File: src/rtl/regfile_pkg.sv
// rtl/regfile_pkg.sv - shared types, constants and byte-merge helper for regfile_mp
//
// Purpose : FSM state type, default geometry and the lane-merge function
//           used by both the write path and the bypass path.
// Ports   : none (package)

package regfile_pkg;

  typedef enum logic {
    CLEAR = 1'b0,
    READY = 1'b1
  } regfile_state_t;

  localparam int RF_DATA_WIDTH = 32;
  localparam int RF_WORDS      = 32;

  // Widest word the merge helper handles. Callers zero-extend into this
  // width and truncate the result back, so one function serves any
  // DATA_WIDTH up to this bound.
  localparam int RF_MAX_DATA_WIDTH = 256;
  localparam int RF_MAX_LANES      = RF_MAX_DATA_WIDTH / 8;

  // Returns old_word with every byte lane whose strobe bit is set replaced
  // by the matching lane of new_word.
  function automatic logic [RF_MAX_DATA_WIDTH-1:0] rf_merge_bytes(
    input logic [RF_MAX_DATA_WIDTH-1:0] old_word,
    input logic [RF_MAX_DATA_WIDTH-1:0] new_word,
    input logic [RF_MAX_LANES-1:0]      be
  );
    logic [RF_MAX_DATA_WIDTH-1:0] merged;
    merged = old_word;
    for (int b = 0; b < RF_MAX_LANES; b++) begin
      if (be[b]) begin
        merged[8*b +: 8] = new_word[8*b +: 8];
      end
    end
    return merged;
  endfunction

endpackage

File: src/rtl/regfile_clear_ctrl.sv
// rtl/regfile_clear_ctrl.sv - clear sequencer FSM and word counter for regfile_mp
//
// Purpose : Walks every bank address once after reset or on clear_i,
//           requesting a zero write per edge, then parks in READY.
// Ports   : clk_i    - clock, rising edge
//           rst_ni   - asynchronous active-low reset
//           clear_i  - restart the clear walk (from READY or mid-walk)
//           busy     - high while the walk is in progress
//           clr_we   - zero-write request for the bank write mux
//           clr_addr - address being zeroed this edge

module regfile_clear_ctrl
  import regfile_pkg::*;
#(
  parameter int WORDS       = RF_WORDS,
  parameter int SELECT_SIZE = $clog2(WORDS)
) (
  input  logic                   clk_i,
  input  logic                   rst_ni,
  input  logic                   clear_i,
  output logic                   busy,
  output logic                   clr_we,
  output logic [SELECT_SIZE-1:0] clr_addr
);

  localparam logic [SELECT_SIZE-1:0] LAST_ADDR = SELECT_SIZE'(WORDS - 1);

  regfile_state_t         state;
  regfile_state_t         state_nxt;
  logic [SELECT_SIZE-1:0] count;
  logic [SELECT_SIZE-1:0] count_nxt;

  always_comb begin
    state_nxt = state;
    count_nxt = count;
    case (state)
      CLEAR: begin
        // A fresh clear request mid-walk starts over so the whole bank is
        // guaranteed zero when busy finally drops.
        if (clear_i) begin
          count_nxt = '0;
        end else if (count == LAST_ADDR) begin
          state_nxt = READY;
          count_nxt = '0;
        end else begin
          count_nxt = count + 1'b1;
        end
      end
      READY: begin
        if (clear_i) begin
          state_nxt = CLEAR;
          count_nxt = '0;
        end
      end
      default: begin
        state_nxt = CLEAR;
        count_nxt = '0;
      end
    endcase
  end

  always_ff @(posedge clk_i or negedge rst_ni) begin
    if (!rst_ni) begin
      state <= CLEAR;
      count <= '0;
    end else begin
      state <= state_nxt;
      count <= count_nxt;
    end
  end

  assign busy     = (state == CLEAR);
  assign clr_we   = busy;
  assign clr_addr = count;

endmodule

File: src/rtl/regfile_mp.sv
// rtl/regfile_mp.sv - multi-read-port register file with byte strobes and clear sequencer
//
// Purpose : WORDS x DATA_WIDTH bank, one byte-strobed write port,
//           READ_PORTS combinational read ports, optional x0 hardwiring.
//           Optional same-cycle write forwarding: REGFILE_BYPASS_EN.
// Ports   : clk_i, rst_ni  - clock, asynchronous active-low reset
//           clear_i        - request to re-zero the whole bank
//           reg_we_i       - write enable, active low
//           reg_be_i       - byte-lane write strobe, active high
//           reg_dst_i      - write address
//           data_i         - write data
//           reg_src_i      - packed read addresses, port 0 in the LSBs
//           src_o          - packed read data, port 0 in the LSBs
//           busy_o         - high while the clear walk runs

module regfile_mp
  import regfile_pkg::*;
#(
  parameter int DATA_WIDTH  = RF_DATA_WIDTH,
  parameter int WORDS       = RF_WORDS,
  parameter int SELECT_SIZE = $clog2(WORDS),
  parameter int READ_PORTS  = 2,
  parameter int ZERO_REG    = 1
) (
  input  logic                              clk_i,
  input  logic                              rst_ni,
  input  logic                              clear_i,
  input  logic                              reg_we_i,
  input  logic [DATA_WIDTH/8-1:0]           reg_be_i,
  input  logic [SELECT_SIZE-1:0]            reg_dst_i,
  input  logic [DATA_WIDTH-1:0]             data_i,
  input  logic [READ_PORTS*SELECT_SIZE-1:0] reg_src_i,
  output logic [READ_PORTS*DATA_WIDTH-1:0]  src_o,
  output logic                              busy_o
);

  // One extra bit so WORDS itself is representable when comparing selects
  // against the depth of a non-power-of-two bank.
  localparam logic [SELECT_SIZE:0] DEPTH = (SELECT_SIZE + 1)'(WORDS);

  logic [DATA_WIDTH-1:0] bank [WORDS];

  logic                   busy;
  logic                   ready;
  logic                   clr_we;
  logic [SELECT_SIZE-1:0] clr_addr;

  regfile_clear_ctrl #(
    .WORDS       (WORDS),
    .SELECT_SIZE (SELECT_SIZE)
  ) u_clear_ctrl (
    .clk_i    (clk_i),
    .rst_ni   (rst_ni),
    .clear_i  (clear_i),
    .busy     (busy),
    .clr_we   (clr_we),
    .clr_addr (clr_addr)
  );

  assign ready  = ~busy;
  assign busy_o = busy;

  // Write path
  logic                  dst_ok;
  logic                  wr_en;
  logic [DATA_WIDTH-1:0] wr_old;
  logic [DATA_WIDTH-1:0] wr_word;

  always_comb begin
    dst_ok = ({1'b0, reg_dst_i} < DEPTH) &&
             !((ZERO_REG != 0) && (reg_dst_i == '0));
    // clear_i wins over a same-cycle write; an all-zero strobe is a no-op.
    wr_en  = ready && !reg_we_i && !clear_i && dst_ok && (|reg_be_i);
    wr_old = dst_ok ? bank[reg_dst_i] : '0;
    wr_word = DATA_WIDTH'(rf_merge_bytes(RF_MAX_DATA_WIDTH'(wr_old),
                                         RF_MAX_DATA_WIDTH'(data_i),
                                         RF_MAX_LANES'(reg_be_i)));
  end

  // Storage carries no reset; the clear walk is what zeroes it.
  always_ff @(posedge clk_i) begin
    if (clr_we) begin
      bank[clr_addr] <= '0;
    end else if (wr_en) begin
      bank[reg_dst_i] <= wr_word;
    end
  end

  // Read ports
  for (genvar p = 0; p < READ_PORTS; p++) begin : g_rd
    logic [SELECT_SIZE-1:0] sel;
    logic                   sel_ok;
    logic [DATA_WIDTH-1:0]  stored;

    assign sel    = reg_src_i[p*SELECT_SIZE +: SELECT_SIZE];
    assign sel_ok = ready && ({1'b0, sel} < DEPTH) &&
                    !((ZERO_REG != 0) && (sel == '0));
    assign stored = sel_ok ? bank[sel] : '0;

`ifdef REGFILE_BYPASS_EN
    // wr_en already excludes dropped writes and x0, so a matching select
    // sees the strobed lanes of data_i over its stored word.
    assign src_o[p*DATA_WIDTH +: DATA_WIDTH] =
      (wr_en && (sel == reg_dst_i)) ?
        DATA_WIDTH'(rf_merge_bytes(RF_MAX_DATA_WIDTH'(stored),
                                   RF_MAX_DATA_WIDTH'(data_i),
                                   RF_MAX_LANES'(reg_be_i))) :
        stored;
`else
    assign src_o[p*DATA_WIDTH +: DATA_WIDTH] = stored;
`endif
  end

endmodule

File: config.mk
export PLATFORM = sky130hd
export DESIGN_NAME = regfile_mp
export DESIGN_NICKNAME = d
export VERILOG_FILES = /design/src/rtl/regfile_pkg.sv /design/src/rtl/regfile_clear_ctrl.sv /design/src/rtl/regfile_mp.sv
export SDC_FILE = /design/constraint.sdc
export NUM_CORES = 1
export LEC_CHECK = 0
export BUFFER_PORTS_ARGS = -buffer_cell sky130_fd_sc_hd__buf_2
export CAP_MARGIN = 20
export CORE_ASPECT_RATIO = 1.75
export CORE_MARGIN = 2
export CORE_UTILIZATION = 38
export CTS_BUF_LIST = sky130_fd_sc_hd__clkbuf_4 sky130_fd_sc_hd__clkbuf_8
export DETAILED_ROUTE_END_ITERATION = 12
export REMOVE_ABC_BUFFERS = 1
export SLEW_MARGIN = 25
export SYNTH_ARGS = -nofsm -noshare
export SYNTH_HDL_FRONTEND = slang
export SYNTH_SLANG_ARGS = --single-unit
File: constraint.sdc
create_clock -name clk_i -period 8.8 [get_ports clk_i]
set_input_delay 0 -clock clk_i [delete_from_list [all_inputs] [get_ports clk_i]]
set_output_delay 0 -clock clk_i [all_outputs]
set_load 0.005 [all_outputs]
==> results of run 1 <==
[final cells by class]
cell class / count / area, sq um / share of cell area
Inverter: 6 / 22.52 / 0.0004045
Antenna cell: 6 / 15.01 / 0.0002697
Tap cell: 1672 / 2092 / 0.03758
Sequential cell: 1030 / 30900 / 0.5550
Multi-Input combinational cell: 1772 / 17730 / 0.3186
Timing Repair Buffer: 298 / 2121 / 0.03809
Clock inverter: 66 / 488.0 / 0.008765
Clock buffer: 182 / 2298 / 0.04129
[Yosys cell counts, drive strengths merged (42+ instances only)]
master  count
buf       124
edfxtp   1024
mux4      252
nor3       42
nand4      72
clkbuf    133
nand3     135
a31oi      54
nand2     106
a22oi     226
a21oi     140
mux2i     527
[registers in the layout (all words and copies together) (netlist names)]
name                   cells
u_clear_ctrl.clr_addr      5
bank                    1024
u_clear_ctrl.state         1
[layer usage]
layer	track usage	share of wire	vias up
met1	0.2986	0.34	16229
met3	0.04533	0.076	588
li1	-	-	13070
met4	0.1944	0.086	6
met2	0.4456	0.50	1875
met5	0	0.00022	-
[kinds of logic (layout without fill, tap and decap cells)]
kind of cell	after synthesis	count (layout)	synth area share
AO/OA/AOI/OAI	475	475	0.06601
AND/OR/NAND/NOR	514	514	0.05660
flip-flops	1030	1030	0.6299
adder cells (fa/ha/maj)	2	2	0.0005101
other	0	6	0
buffers and inverters	263	552	0.02260
multiplexers	781	781	0.2243
[layout by cell type (no fill, tap or decap), types with 31 or more instances in the layout]
cell,synthesis,final
mux4_2,252,252
nand2_1,106,106
buf_2,72,115
a22oi_1,226,226
a21oi_1,140,117
buf_4,2,137
a22o_1,31,31
a31oi_1,54,54
mux2i_1,522,522
clkbuf_8,0,150
nand3_1,135,134
clkinv_1,0,33
and3_1,36,35
clkbuf_4,0,33
dlygate4sd3_1,0,36
nand4_1,72,72
edfxtp_1,1024,1024
[repair_timing]
item | in CTS | in global routing
hold endpoints to repair | 984 | 0
setup buffers | 0 | 0
hold buffers | 36 | 0
[metrics by stage]
stage	hold slack (ns)	area (sq um)	cells
after global routing	0.1517	55660	5028
after global placement	-0.1751	52210	4736
after detailed placement	-0.1705	52380	4741
after CTS	0.07948	55520	5025
after floorplan	-0.2956	47970	2808
final	0.1146	55670	5032
[power groups by stage]
stage          Combinational [W]  Clock [W]  Sequential [W]
6_report                0.000665    0.00376         0.00539
5_1_grt                 0.000681    0.00398         0.00539
4_1_cts                 0.000654    0.00379         0.00539
2_1_floorplan           0.000299          0         0.00549
3_5_place_dp            0.000641          0         0.00550
3_3_place_gp            0.000637          0         0.00550
[critical path, delay by kind of cell (launching register included)]
family	cells	cell delay [ns]
compound gates	2	1.90
simple gates	2	1.49
flops	1	0.67
[path summary, 6_finish.rpt]
check | cells after the start | slack (ns) | endpoint
worst max-delay path | 4 | 4.33 | bank[7][23]
worst min-delay path | 3 | 0.11 | u_clear_ctrl.clr_addr[1]
worst max register to register | 4 | 4.33 | bank[7][23]
worst min register to register | 2 | 0.71 | u_clear_ctrl.clr_addr[1]
max in group asynchronous | 3 | 8.48 | u_clear_ctrl.state
min in group clk_i | 3 | 0.15 | bank[17][2]
==> metrics.txt, run 1 <==
first-pass GRT wire length between 200 and 250 mm; Post-DP HPWL 119.6 mm; Yosys warnings 0; syn_area_per_cell 16.00 sq um; chip height 479.3 um; row count 174; post-synth top area share 0.6269; Layout Nets 3,305; Final ANT Viol Nets 0; Overall Power 0.009813 W; cts bufs inserted 140; worst setup slack after placement roughly 4.3 ns; slowest CP cell a21oi_1; Clock Power Share 0.383; Int Power 0.007536 W; Die W ~280 um; vias in the first global route 32,707; setup violators final 0; Final TNS setup 0 ns; Critical Path End Type flop; initial antenna violation count 12; Sw Pwr 0.002278 W; wire per inst roughly 35 um; Max Buffers Root-to-Sink 3; Seq cells post-synth about 1,000; combinational share of power 0.068; CP Launch Type flop; die area 132,100 sq um; synthesized area 49,050 sq um; largest net degree at the start of global routing 91; gpl congestion 0.9125; Worst-Margin Slew 1.122 ns; minimum clock period 4.472 ns; Residual DRC 0; top cell type by total area after synthesis edfxtp_1; arrival time at the worst endpoint 4.92 ns; vias per cell 6.313; Final Hold Viols 0; CP max FO 25; worst hold path type in2async; slew margin rel. 0.2502; Final Core Density 0.4341; switch share 0.2321; ys async rst share 0.005825; worst-path cell chain or3b_1, a211o_1, nand3_1, a21oi_1; CTS root buf clkbuf_8; H-tree levels 4; synth-to-layout area growth 13.49%; post-cts resize count 0; Synth area leaders edfxtp_1, mux4_2, mux2i_1, a22oi_1, a21oi_1; outcome finished, final reports clean; Seq pwr share 0.550; Pwr Density roughly 180 nW/um^2; Cells after Synth around 3,100; Clock Skew 0.01990 ns; clk_lat worst skew 0.84 ns; Max Clock Freq 223.6 MHz; leakage dissipation 20.81 nW; DR pass1 iterations 8; final worst slack 4.328 ns; post-synthesis cell type count 52; WS Path Type reg2reg; Synth Flop Type edfxtp_1; EDFF count, synth 1,024; gr ovfl total 0; Setup crit start u_clear_ctrl.state; Slew Limit Fails 0; CTS Sinks 1,030; post-synthesis sequential area ratio 0.6299; Initial Util 0.3825; Worst EP required 9.25 ns; # port buffers 119; fillers 11,292; TritonCTS clock tree built; core box area about 130,000 sq um; I/O pin cnt 120; initial DRC count around 3,200; Period Utilization, post-route 0.5082; DRT Wirelength approximately 180 mm; CTS clk-pin slew, worst paths 0.07 ns; Critical R2R Launch u_clear_ctrl.state; Vias ~32,000; layout cells sized above 1 0.2540; Max-Cap Viols 0; peak supply drop 0.0001006 V; max incr delay on CP approximately 1.1 ns; GRT Overall Usage 0.2639; unrepaired setup endpoints after global routing no
Power figures use the tool's default switching activity.
==> run 2: changes to the inputs <==
Clock period 8.8 ns to 4.31 ns, I/O delays scaled along.
==> metrics.txt, run 2 (same netlist as run 1, synthesis figures left out) <==
outcome finished, final reports clean (unchanged); Residual DRC 0 (unchanged); worst-path cell chain buf_4, nand3b_1, buf_4, a21oi_1, nand3_1, nand4_1, buf_2 (was or3b_1, a211o_1, nand3_1, a21oi_1); synth-to-layout area growth 15.43% (was 13.49%); setup violators final 0 (unchanged); peak supply drop 0.0001960 V (was 0.0001006 V); Max-Cap Viols 0 (unchanged); layout cells sized above 1 0.2709 (was 0.2540); # port buffers 119 (unchanged); Critical Path End Type primary output (was flop); GRT Overall Usage 0.2649 (was 0.2639); WS Path Type reg2out (was reg2reg); Critical R2R Launch u_clear_ctrl.state (unchanged); Reg-to-Reg End bank[18][1] (was bank[7][23]); slowest CP cell nand3b_1 (was a21oi_1); delay-heaviest family, CP simple AND/OR/NAND/NOR gates (was compound AO/OA/AOI/OAI gates); Die W 275.6 um (unchanged); CTS root buf clkbuf_8 (unchanged); first-pass GRT wire length 243.9 mm (was 243.1 mm); H-tree levels 4 (unchanged); slew margin rel. 0.2231 (was 0.2502); max incr delay on CP 0.75 ns (was 1.14 ns); Max Clock Freq 267.3 MHz; clk_lat worst skew 0.86 ns (was 0.84 ns); I/O pin cnt 120 (unchanged); Clock Skew 0.03188 ns (was 0.01990 ns); minimum clock period approximately 3.7 ns; TritonCTS clock tree built (unchanged); Worst-Margin Slew 1.163 ns (was 1.122 ns); DRT Wirelength 175.2 mm (was 175.5 mm); leakage dissipation 21.47 nW (was 20.81 nW); Final Hold Viols 0 (unchanged); Layout Nets 3,419 (was 3,305); Final ANT Viol Nets 0 (unchanged); die area 132,100 sq um (unchanged); setup slack, reg-to-reg 0.75 ns (was 4.33 ns); Vias 32,261 (was 31,768); Max Buffers Root-to-Sink 3 (unchanged); fillers 11,260 (was 11,292); Worst EP required 4.31 ns (was 9.25 ns); row count 174 (unchanged); post-cts resize count 0 (unchanged); max FFs per register 1,024 (unchanged); initial antenna violation count 17 (was 12); core box area 128,200 sq um (unchanged); placed cells 4,844 (was 4,741); Hold Path Origin reg_be_i[3]; commonest non-fill, non-tap cell in the layout edfxtp_1 (unchanged); worst hold path type in2reg (was in2async); DR pass1 iterations 6 (was 8); gr ovfl total 0 (unchanged); CP max FO 24 (was 25); hold path cells 5; wire per inst 34.05 um (was 34.89 um); arrival time at the worst endpoint 3.74 ns (was 4.92 ns); fin cells 5,144 (was 5,032); Pwr Density 361.8 nW/um^2 (was 176.3 nW/um^2); Final TNS setup 0 ns (unchanged); CTS Sinks 1,030 (unchanged); vias in the first global route 32,934 (was 32,707); R2R depth 6 (was 4); unrepaired setup endpoints after global routing no (unchanged); Setup Buffers After CTS 0 (unchanged); Slew Limit Fails 0 (unchanged); WHS Endpoint bank[0][3]; CTS Hold Bufs 41 (was 36); Period Utilization, post-route 0.8679; Initial Util 0.3825 (unchanged); largest net degree at the start of global routing 69 (was 91); CTS clk-pin slew, worst paths 0.08 ns (was 0.07 ns); Overall Power 0.02049 W (was 0.009813 W); cts bufs inserted 145 (was 140); Largest Register bank (unchanged); initial DRC count 3,057 (was 3,209); Post-DP HPWL 120.9 mm (was 119.6 mm); Top cell by count, worst path buf_4; gpl congestion 0.9232 (was 0.9125); vias per cell 6.272 (was 6.313); WP buf/inv 3 (was 0); CP Launch Type flop (unchanged); WHS 0.1079 ns (was 0.1146 ns); chip height 479.3 um (unchanged); highest-count cells in the layout ignoring fill and taps edfxtp_1, mux2i_1, mux4_2 (unchanged)
==> run 2: cell types whose count changed in the layout (fill, tap and decap cells not counted), moves of 4 or more <==
cell / delta
clkbuf_8: +5
nor3_1: -6
a21oi_1: +22
and2_2: -5
a21oi_2: -22
dlygate4sd3_1: +6
nor3_2: +6
buf_4: +101
buf_12: +5
and2_1: +4
bufinv_16: +5
==> run 2: how the worst max path moves through the flow <==
| stage | end | slack [ns] | from | cells after the start |
|---|---|---|---|---|
| floorplan | src_o[30] | 0.48 | u_clear_ctrl.state | 4 |
| global placement | bank[17][12] | 0.62 | reg_dst_i[4] | 6 |
| detailed placement | bank[26][4] | 0.64 | reg_dst_i[4] | 6 |
| CTS | src_o[5] | 0.59 | u_clear_ctrl.state | 7 |
| global route | src_o[43] | 0.53 | u_clear_ctrl.state | 7 |
| finish | src_o[5] | 0.57 | u_clear_ctrl.state | 7 |
==> run 2: where the power goes <==
part | internal, W | switching [W]
clock network | 0.00429 | 0.00381
logic | 0.000548 | 0.000825
registers | 0.0110 | 0.0000539
==> run 2: area by class of cell <==
| class | count | area, sq um | share of cell area |
|---|---|---|---|
| diodes | 6 | 15.01 | 0.0002652 |
| repair buffers | 407 | 3008 | 0.05312 |
| flip-flops and latches | 1030 | 30900 | 0.5457 |
| clock buffers | 185 | 2352 | 0.04154 |
| well taps | 1672 | 2092 | 0.03695 |
| clock inverters | 66 | 611.8 | 0.01081 |
| multi-input cells | 1772 | 17620 | 0.3112 |
| inverters | 6 | 22.52 | 0.0003978 |
==> run 2: through the flow <==
| stage | worst slack (ns) | utilization | instance area, sq um |
|---|---|---|---|
| 3_5_place_dp | 0.6404 | 0.4143 | 53130 |
| 5_1_grt | 0.5294 | 0.4415 | 56610 |
| 6_report | 0.5693 | 0.4416 | 56620 |
| 3_3_place_gp | 0.6198 | 0.4139 | 53070 |
| 2_1_floorplan | 0.4754 | - | 47970 |
| 4_1_cts | 0.5886 | 0.4406 | 56500 |
==> run 2: worst register-to-register path: stages (launching register included) <==
cell and delay [ns]:
dfrtp_1 0.35, or3b_1 0.35, buf_4 0.19, a211o_1 0.63
mux2i_4 0.47, buf_4 0.35, nor4_2 0.84
==> run 2: routing by layer <==
layer | vias up | routed length, um | global-route usage
li1 | 13289 | - | -
met5 | - | 56 | 0
met4 | 10 | 16320 | 0.2104
met3 | 606 | 13050 | 0.05198
met2 | 1863 | 87270 | 0.4451
met1 | 16493 | 58470 | 0.2908
